===== src/rtl/axi_pkg.sv =====
// rtl/axi_pkg.sv - shared AXI4 constants, scheduler state type and helpers
package axi_pkg;

    localparam int AXI_ID_W   = 4;
    localparam int AXI_ADDR_W = 32;
    localparam int AXI_LEN_W  = 8;
    localparam int AXI_DATA_W = 64;

    localparam logic [1:0] BURST_FIXED = 2'b00;
    localparam logic [1:0] BURST_INCR  = 2'b01;
    localparam logic [1:0] BURST_WRAP  = 2'b10;

    localparam logic [1:0] RESP_OKAY   = 2'b00;
    localparam logic [1:0] RESP_EXOKAY = 2'b01;
    localparam logic [1:0] RESP_SLVERR = 2'b10;
    localparam logic [1:0] RESP_DECERR = 2'b11;

    localparam logic [3:0] AXCACHE_DEFAULT = 4'b0011;
    localparam logic [2:0] AXPROT_DEFAULT  = 3'b000;

    typedef enum logic [2:0] {
        S_IDLE,
        S_AW,
        S_W,
        S_B,
        S_AR,
        S_R
    } sched_state_e;

    function automatic logic [1:0] resp_max(input logic [1:0] a, input logic [1:0] b);
        return (a > b) ? a : b;
    endfunction

endpackage


===== src/rtl/axi_rr_arb2.sv =====
// rtl/axi_rr_arb2.sv - two-requester round-robin arbiter, write wins the first tie after reset
module axi_rr_arb2 (
    input  logic       clk_i,
    input  logic       rst_i,
    input  logic       req_w_i,
    input  logic       req_r_i,
    input  logic       accept_i,
    output logic [1:0] grant_o
);

    logic last_read_q;
    logic last_read_d;

    always_comb begin
        grant_o     = 2'b00;
        last_read_d = last_read_q;
        if (req_w_i && req_r_i) begin
            grant_o = last_read_q ? 2'b01 : 2'b10;
        end else if (req_w_i) begin
            grant_o = 2'b01;
        end else if (req_r_i) begin
            grant_o = 2'b10;
        end
        if (accept_i && (grant_o != 2'b00)) begin
            last_read_d = grant_o[1];
        end
    end

    always_ff @(posedge clk_i) begin
        if (rst_i) begin
            last_read_q <= 1'b1;
        end else begin
            last_read_q <= last_read_d;
        end
    end

endmodule


===== src/rtl/axi_burst_sched.sv =====
// rtl/axi_burst_sched.sv - single-outstanding AXI4 burst scheduler for the LPDDR path
module axi_burst_sched
    import axi_pkg::*;
#(
    parameter int ID_W   = AXI_ID_W,
    parameter int ADDR_W = AXI_ADDR_W,
    parameter int LEN_W  = AXI_LEN_W,
    parameter int DATA_W = AXI_DATA_W
) (
    input  logic                aclk,
    input  logic                areset,
    input  logic                wc_valid,
    output logic                wc_ready,
    input  logic [ID_W-1:0]     wc_id,
    input  logic [ADDR_W-1:0]   wc_addr,
    input  logic [LEN_W-1:0]    wc_len,
    input  logic                rc_valid,
    output logic                rc_ready,
    input  logic [ID_W-1:0]     rc_id,
    input  logic [ADDR_W-1:0]   rc_addr,
    input  logic [LEN_W-1:0]    rc_len,
    input  logic                wd_valid,
    output logic                wd_ready,
    input  logic [DATA_W-1:0]   wd_data,
    input  logic [DATA_W/8-1:0] wd_strb,
    output logic                rd_valid,
    input  logic                rd_ready,
    output logic [DATA_W-1:0]   rd_data,
    output logic                rd_last,
    output logic                done_valid,
    output logic                done_write,
    output logic [ID_W-1:0]     done_id,
    output logic [1:0]          done_resp,
    output logic [ID_W-1:0]     awid,
    output logic [ADDR_W-1:0]   awaddr,
    output logic [LEN_W-1:0]    awlen,
    output logic [2:0]          awsize,
    output logic [1:0]          awburst,
    output logic                awlock,
    output logic [3:0]          awcache,
    output logic [2:0]          awprot,
    output logic                awvalid,
    input  logic                awready,
    output logic [DATA_W-1:0]   wdata,
    output logic [DATA_W/8-1:0] wstrb,
    output logic                wlast,
    output logic                wvalid,
    input  logic                wready,
    input  logic [ID_W-1:0]     bid,
    input  logic [1:0]          bresp,
    input  logic                bvalid,
    output logic                bready,
    output logic [ID_W-1:0]     arid,
    output logic [ADDR_W-1:0]   araddr,
    output logic [LEN_W-1:0]    arlen,
    output logic [2:0]          arsize,
    output logic [1:0]          arburst,
    output logic                arlock,
    output logic [3:0]          arcache,
    output logic [2:0]          arprot,
    output logic                arvalid,
    input  logic                arready,
    input  logic [ID_W-1:0]     rid,
    input  logic [DATA_W-1:0]   rdata,
    input  logic [1:0]          rresp,
    input  logic                rlast,
    input  logic                rvalid,
    output logic                rready
);

    localparam logic [2:0] AXSIZE = 3'($clog2(DATA_W / 8));

    sched_state_e      state_q, state_d;
    logic [ID_W-1:0]   id_q, id_d;
    logic [ADDR_W-1:0] addr_q, addr_d;
    logic [LEN_W-1:0]  len_q, len_d;
    logic [LEN_W-1:0]  beat_q, beat_d;
    logic [1:0]        resp_q, resp_d;
    logic [1:0]        grant;

    axi_rr_arb2 u_arb (
        .clk_i    (aclk),
        .rst_i    (areset),
        .req_w_i  (wc_valid),
        .req_r_i  (rc_valid),
        .accept_i (state_q == S_IDLE),
        .grant_o  (grant)
    );

    always_comb begin
        state_d    = state_q;
        id_d       = id_q;
        addr_d     = addr_q;
        len_d      = len_q;
        beat_d     = beat_q;
        resp_d     = resp_q;
        wc_ready   = 1'b0;
        rc_ready   = 1'b0;
        wd_ready   = 1'b0;
        wvalid     = 1'b0;
        wlast      = 1'b0;
        bready     = 1'b0;
        rready     = 1'b0;
        rd_valid   = 1'b0;
        rd_last    = 1'b0;
        done_valid = 1'b0;
        done_write = 1'b0;
        done_resp  = RESP_OKAY;
        unique case (state_q)
            S_IDLE: begin
                wc_ready = grant[0];
                rc_ready = grant[1];
                if (grant[0]) begin
                    id_d    = wc_id;
                    addr_d  = wc_addr;
                    len_d   = wc_len;
                    state_d = S_AW;
                end else if (grant[1]) begin
                    id_d    = rc_id;
                    addr_d  = rc_addr;
                    len_d   = rc_len;
                    state_d = S_AR;
                end
                if (grant != 2'b00) begin
                    beat_d = '0;
                    resp_d = RESP_OKAY;
                end
            end
            S_AW: if (awready) state_d = S_W;
            S_W: begin
                wvalid   = wd_valid;
                wd_ready = wready;
                wlast    = (beat_q == len_q);
                if (wd_valid && wready) begin
                    if (wlast) state_d = S_B;
                    else       beat_d  = beat_q + LEN_W'(1);
                end
            end
            S_B: begin
                bready = 1'b1;
                if (bvalid) begin
                    done_valid = 1'b1;
                    done_write = 1'b1;
                    done_resp  = (bid != id_q) ? RESP_SLVERR : bresp;
                    state_d    = S_IDLE;
                end
            end
            S_AR: if (arready) state_d = S_R;
            S_R: begin
                rready   = rd_ready;
                rd_valid = rvalid;
                rd_last  = rlast;
                if (rvalid && rd_ready) begin
                    resp_d = resp_max(resp_q, rresp);
                    // Slave may overrun len; the count saturates instead of wrapping.
                    if (beat_q != '1) beat_d = beat_q + LEN_W'(1);
                    if (rlast) begin
                        done_valid = 1'b1;
                        done_resp  = (rid != id_q) ? RESP_SLVERR : resp_max(resp_q, rresp);
                        state_d    = S_IDLE;
                    end
                end
            end
            default: state_d = S_IDLE;
        endcase
    end

    always_ff @(posedge aclk) begin
        if (areset) begin
            state_q <= S_IDLE;
            id_q    <= '0;
            addr_q  <= '0;
            len_q   <= '0;
            beat_q  <= '0;
            resp_q  <= RESP_OKAY;
        end else begin
            state_q <= state_d;
            id_q    <= id_d;
            addr_q  <= addr_d;
            len_q   <= len_d;
            beat_q  <= beat_d;
            resp_q  <= resp_d;
        end
    end

    assign done_id = id_q;
    assign rd_data = rdata;
    assign wdata   = wd_data;
    assign wstrb   = wd_strb;

    assign awvalid = (state_q == S_AW);
    assign awid    = id_q;
    assign awaddr  = addr_q;
    assign awlen   = len_q;
    assign awsize  = AXSIZE;
    assign awburst = BURST_INCR;
    assign awlock  = 1'b0;
    assign awcache = AXCACHE_DEFAULT;
    assign awprot  = AXPROT_DEFAULT;

    assign arvalid = (state_q == S_AR);
    assign arid    = id_q;
    assign araddr  = addr_q;
    assign arlen   = len_q;
    assign arsize  = AXSIZE;
    assign arburst = BURST_INCR;
    assign arlock  = 1'b0;
    assign arcache = AXCACHE_DEFAULT;
    assign arprot  = AXPROT_DEFAULT;

endmodule


===== config.mk =====
export PLATFORM = sky130hd
export DESIGN_NAME = axi_burst_sched
export DESIGN_NICKNAME = d
export VERILOG_FILES = /design/src/rtl/axi_pkg.sv /design/src/rtl/axi_rr_arb2.sv /design/src/rtl/axi_burst_sched.sv
export SDC_FILE = /design/constraint.sdc
export NUM_CORES = 1
export LEC_CHECK = 0
export ABC_AREA = 1
export CAP_MARGIN = 20
export CORE_AREA = 2 2 200 202
export CTS_CLUSTER_SIZE = 14
export DETAILED_ROUTE_END_ITERATION = 7
export DIE_AREA = 0 0 202 204
export GPL_ROUTABILITY_DRIVEN = 0
export HOLD_SLACK_MARGIN = 0.12
export PLACE_DENSITY_LB_ADDON = 0.1
export SLEW_MARGIN = 15
export SYNTH_ARGS = -nofsm -noshare
export SYNTH_HDL_FRONTEND = slang
export SYNTH_SLANG_ARGS = --single-unit

===== constraint.sdc =====
create_clock -name aclk -period 1.6 [get_ports aclk]
set_clock_uncertainty 0.15 [all_clocks]
set_input_delay 0.32 -clock aclk [delete_from_list [all_inputs] [get_ports aclk]]
set_output_delay 0.32 -clock aclk [all_outputs]
set_load 0.01 [all_outputs]

Yosys cells after proc, flatten, opt, wreduce, memory -nomap -nowiden
Cells that the tools add are included.
{ "word_totals": {"register_bits": 58, "input_bits": 248, "out_inout_bits": 269, "word_cells": 91} }
{ "classes": {"n_addsub": 1, "magnitude_cmp": 1, "n_eq_ne": 20, "mux": 50, "n_reduce_logical": 12} }
{ "ops": {"columns": ["op", "n"], "rows": [
  ["$mux W32", 2],
  ["$mux W8", 7],
  ["$mux W3", 9],
  ["$mux W2", 12],
  ["$pmux W8 S3", 1],
  ["$pmux W3 S6", 1],
  ["$ne A2 B2 Y1 const B", 8],
  ["$mux W1", 13],
  ["$add A8 B1 Y8 const B", 1],
  ["$eq A8 B8 Y1", 1],
  ["$mux W4", 2],
  ["$ne A4 B4 Y1", 2],
  ["$ne A8 B8 Y1 const B", 1],
  ["$pmux W2 S2", 2],
  ["$reduce_and A8 Y1", 1],
  ["$eq A3 B2 Y1 const B", 2],
  ["$eq A3 B3 Y1 const B", 2],
  ["$reduce_and A6 Y1", 1],
  ["$logic_and A1 B1 Y1", 4],
  ["$ne A2 B1 Y1 const B", 2],
  ["$reduce_bool A2 Y1", 2],
  ["$eq A3 B1 Y1 const B", 1],
  ["$logic_not A3 Y1", 1],
  ["$ne A3 B3 Y1 const B", 1],
  ["5 further kinds", 5]
]} }

Longest topological paths before layout
{ "logic_depth": {"ltp_word": 6, "ltp_mapped": 11, "mapped_depth_nobuf": 11} }

Hierarchy
Synthesis repeated with hierarchy kept, for this count alone.
{ "hier_totals": {"hier_cells": 695, "area_unflattened_um2": 4794.6} }
{ "modules_own_cells": {"columns": ["mod", "n_inst", "cells_per_inst", "area_per_inst_um2", "seq_area_each_um2"], "rows": [
  ["axi_burst_sched", 1, 686, 4734.5, 1141.1],
  ["axi_rr_arb2", 1, 9, 60.1, 20.0]
]} }

Least setup slack after synthesis
Ideal clock, no wire load.
{ "synth_path": {"path_kind": "in2out", "startpoint": "input port rresp[1]", "endpoint": "output port done_resp[0]", "arrival_time_ns": 1.257, "required_ns": 1.130, "setup_slack_ns": -0.127, "stages": 7, "path_buffers": 0, "cell_sequence": "inv_1 -> ha_1 -> nor2_1 -> o22ai_1 -> a21oi_1 -> o21ai_0 -> o22ai_1"} }
{ "synth_between": {"elab_chain_cells": 6} }
{ "synth_rtl": {"columns": ["item", "line_no", "source"], "rows": [
  ["from (decl)", "axi_burst_sched.sv:65", "input logic [1:0] rresp,"],
  ["$gt A2 B2 Y1", "axi_pkg.sv:31", "return (a > b) ? a : b;"],
  ["$mux W2", "axi_pkg.sv:31", null],
  ["$mux W2", "axi_burst_sched.sv:159", "done_resp = (rid != id_q) ? RESP_SLVERR : resp_max(resp_q, rresp);"],
  ["$mux W2", "axi_burst_sched.sv:157", "if (rlast) begin"],
  ["$mux W2", "axi_burst_sched.sv:153", "if (rvalid && rd_ready) begin"],
  ["$pmux W2 S2", "axi_burst_sched.sv:109", "unique case (state_q)"],
  ["to (decl)", "axi_burst_sched.sv:33", "output logic [1:0] done_resp,"]
]} }
Every way passes these cells.

Worst setup path in the final report
{ "layout_path": {"startpoint": "register resp_q[1]", "endpoint": "output port done_resp[0]"} }
{ "layout_between": {"elab_chain_cells": 6} }
{ "layout_rtl": {"columns": ["item", "line_no", "source"], "rows": [
  ["from (decl)", "axi_burst_sched.sv:78", "logic [1:0] resp_q, resp_d;"],
  ["from (signal assigned)", "axi_burst_sched.sv:182", "resp_q <= resp_d;"],
  ["$gt A2 B2 Y1", "axi_pkg.sv:31", null],
  ["$mux W2", "axi_pkg.sv:31", null],
  ["$mux W2", "axi_burst_sched.sv:159", null],
  ["$mux W2", "axi_burst_sched.sv:157", null],
  ["$mux W2", "axi_burst_sched.sv:153", null],
  ["$pmux W2 S2", "axi_burst_sched.sv:109", null]
]} }
Every way passes these cells.

==> summary.md <==
| Metric | Value |
|---|---|
| Largest net degree at the start of global routing | `45` |
| DRT Pass-1 Iters | `4` |
| Die area | `just over 0.04 sq mm` |
| FF-to-FF Start | `state_q[0]` |
| Peak VDD IR | `0.000509 V` |
| Post-DP Area | `0.00661 sq mm` |
| Initial drt markers | `97` |
| Crit path time final | `2.05 ns` |
| Root buffer cell | `clkbuf_16` |
| Max frequency | `0.488 GHz` |
| CP arrival | `1.58 ns` |
| Hold Path Origin | `u_arb.last_read_q` |
| Chip width | `202 um` |
| Pwr dens | `1600 mW/mm^2` |
| Post-synthesis sequential area ratio | `~25%` |
| Layout net count | `1,072` |
| Post-Syn Instances | `681` |
| Remaining antenna violation count | `0` |
| Diodes inserted | `0` |
| Area growth, synth to finish | `76.4%` |
| Worst Hold Class | `flop to flop` |
| CTS tree | `done` |
| Number of global-route vias before repair | `4,773` |
| Initial antenna violation count | `0` |
| GRT Overall Usage | `10.6%` |
| Cell area after layout | `0.00834 sq mm` |
| Crit Path Category | `flop to output port` |
| CP Capture Type | `output port` |
| Initial Utilization | `between 10% and 20%` |
| Fraction of layout cells with a size suffix above 1 | `40.7%` |
| Via density | `3.39` |
| Reg-to-reg setup timing slack | `-0.27 ns` |
| Syn Area/Cell | `roughly 7 sq um` |
| Top_reg_cell synth | `dfxtp_1` |
| Number of max-cap violations | `0` |
| Synth Register Bits | `58` |
| Drt drc | `0` |
| Largest fanout on the critical path | `2` |
| Area leader, netlist | `buf_4` |
| Failing checks | `negative setup slack` |
| Overall power | `13.4 mW` |
| Final period util | `128%` |
| Synth Cell Area | `0.00473 sq mm` |
| Worst r2r path cells | `13` |
| Final Max Slew Viols | `0` |
| H-tree depth | `3` |
| Critical path required time | `1.13 ns` |
| Post-synth EDFFs | `0` |
| Wirelength, routed | `22,300 um` |
| Most common library cells after synthesis | `buf_4 (211), nand2_1 (146), dfxtp_1 (58)` |
| Remaining global-route overflow | `0` |
| End of the worst register-to-register path | `araddr[26]` |
| Asr flop ratio synth | `0%` |
| Total number of vias | `approximately 4,600` |
| Final WS setup | `-0.451 ns` |
| Finish-stage setup viols | `73` |
| Max clock buf depth | `2` |
| Final hold vios | `0` |
| Worst-Skew Late Latency | `roughly 0.33 ns` |
| Setup TNS | `-14.54 ns` |
| CTS Sinks | `just under 60` |
| DPL Wire Length | `15,700 um` |
| Row count | `73` |
| Yosys Warn Count | `0` |
| Hold worst-path end | `u_arb.last_read_q` |
| Worst-path clk slew | `0.06 ns` |
| WHS Path Cells | `2` |
| Synth top area share | `approximately a third` |
| I/O Pins | `517` |
| Static Leak | `about 3.6 nW` |
| Synth area leaders | `buf_4 (34%), dfxtp_1 (25%), nand2_1 (12%)` |
| # port buffers | `218` |
| Hold Buf Count CTS | `0` |
| Status | `finished, violations left` |
| Unrepaired setup endpoints after global routing | `yes` |
| Die height | `just over 200 um` |
| First-pass GRT wire length | `about 32,000 um` |
| CTS Buf Count | `9` |
| Synth unique cells | `32` |
| Most common cell in the netlist | `buf_4` |
| Worst setup SP type | `flop` |
| Average routed wire per standard cell | `approximately 17 um` |
| Core Region | `0.0392 sq mm` |
[worst max-delay path by stage]
| stage | start | to |
|---|---|---|
| 2_1_floorplan | rresp[1] | done_resp[0] |
| 3_3_place_gp | rresp[1] | done_resp[0] |
| 3_5_place_dp | rresp[1] | done_resp[0] |
| 4_1_cts | resp_q[1] | done_resp[0] |
| 5_1_grt | resp_q[1] | done_resp[0] |
| 6_report | resp_q[1] | done_resp[0] |
[metal layers]
layer  vias up  part of all wire (%)  global-route usage [%]
met5         -                     0                       0
met4         0                   1.9                    3.05
met3        33                   7.5                    3.71
met2       216                    50                    18.4
met1      2091                    41                    12.4
li1       2238                     -                       -
[flip-flops by register name (all words and copies together), names as in the netlist]
signal / flops
araddr: 32
arid: 4
state_q: 3
u_arb.last_read_q: 1
arlen: 8
resp_q: 2
beat_q: 8
[cells in the final DEF (no fill, tap or decap), types with 9 or more instances in the layout]
| cell type | count |
|---|---|
| o21ai_1 | 14 |
| buf_4 | 68 |
| buf_12 | 16 |
| clkdlybuf4s15_1 | 10 |
| a31oi_1 | 29 |
| clkdlybuf4s50_1 | 103 |
| a31oi_4 | 12 |
| dfxtp_2 | 19 |
| conb_1 | 26 |
| nand2_1 | 130 |
| inv_2 | 14 |
| nor2_2 | 10 |
| nand3_2 | 9 |
| dlygate4sd2_1 | 77 |
| o21ai_2 | 33 |
| buf_6 | 38 |
| nor2_4 | 12 |
| nor2_1 | 22 |
| clkbuf_16 | 9 |
| nand2_2 | 10 |
| inv_1 | 15 |
| dfxtp_1 | 32 |
[layout make-up]
type	instances	area (sq um)
fill	4390	30800
multi-input combinational	375	2580
clock buffer	11	243
clock inverter	5	30.0
tap	525	657
timing repair buffer	338	3440
sequential	58	1210
inverter	38	178
[where the power goes]
part / switching, mW / leakage (nW) / total [mW] / internal [mW]
sequential: 0.570 / 0.491 / 2.60 / 2.03
clock: 0.810 / 0.131 / 1.89 / 1.09
combinational: 4.19 / 2.94 / 8.87 / 4.68
total: 5.57 / 3.56 / 13.4 / 7.79
[logic make-up (layout without fill, tap and decap cells)]
kind of cell | after synthesis | count (layout) | share of synthesized area, %
simple gates | 225 | 225 | 20.4
compound gates | 106 | 106 | 12.5
flops | 58 | 58 | 24.6
xor+xnor | 14 | 14 | 2.59
other cells | 2 | 26 | 0.159
buf+inv | 272 | 392 | 38.8
fa+ha+maj | 4 | 4 | 1.06
[metrics by stage]
stage | setup slack [ns] | hold slack [ns] | cells | util [%]
2_1_floorplan | -0.0333 | 0.239 | 705 | -
3_3_place_gp | -1.16 | 0.325 | 1285 | 16.9
3_5_place_dp | -1.14 | 0.324 | 1285 | 16.9
4_1_cts | -0.518 | 0.336 | 1349 | 20.2
5_1_grt | -0.547 | 0.354 | 1350 | 21.3
6_report | -0.451 | 0.337 | 1350 | 21.3
[what timing repair did]
item                                    CTS  global route
setup buffers                            42            18
pin swaps                                38            36
cloned                                   10             0
resized for setup                       398           125
endpoints found under the setup margin  165            87
[worst max-delay path, cell delays in order (launching register included)]
cell	delay, ns
dfxtp_2	0.33
inv_2	0.05
ha_4	0.25
nor2_4	0.10
o22ai_4	0.08
a21oi_2	0.13
o21ai_2	0.08
o22ai_2	0.10
buf_6	0.13
No activity file was read; power rests on OpenSTA's default activity.
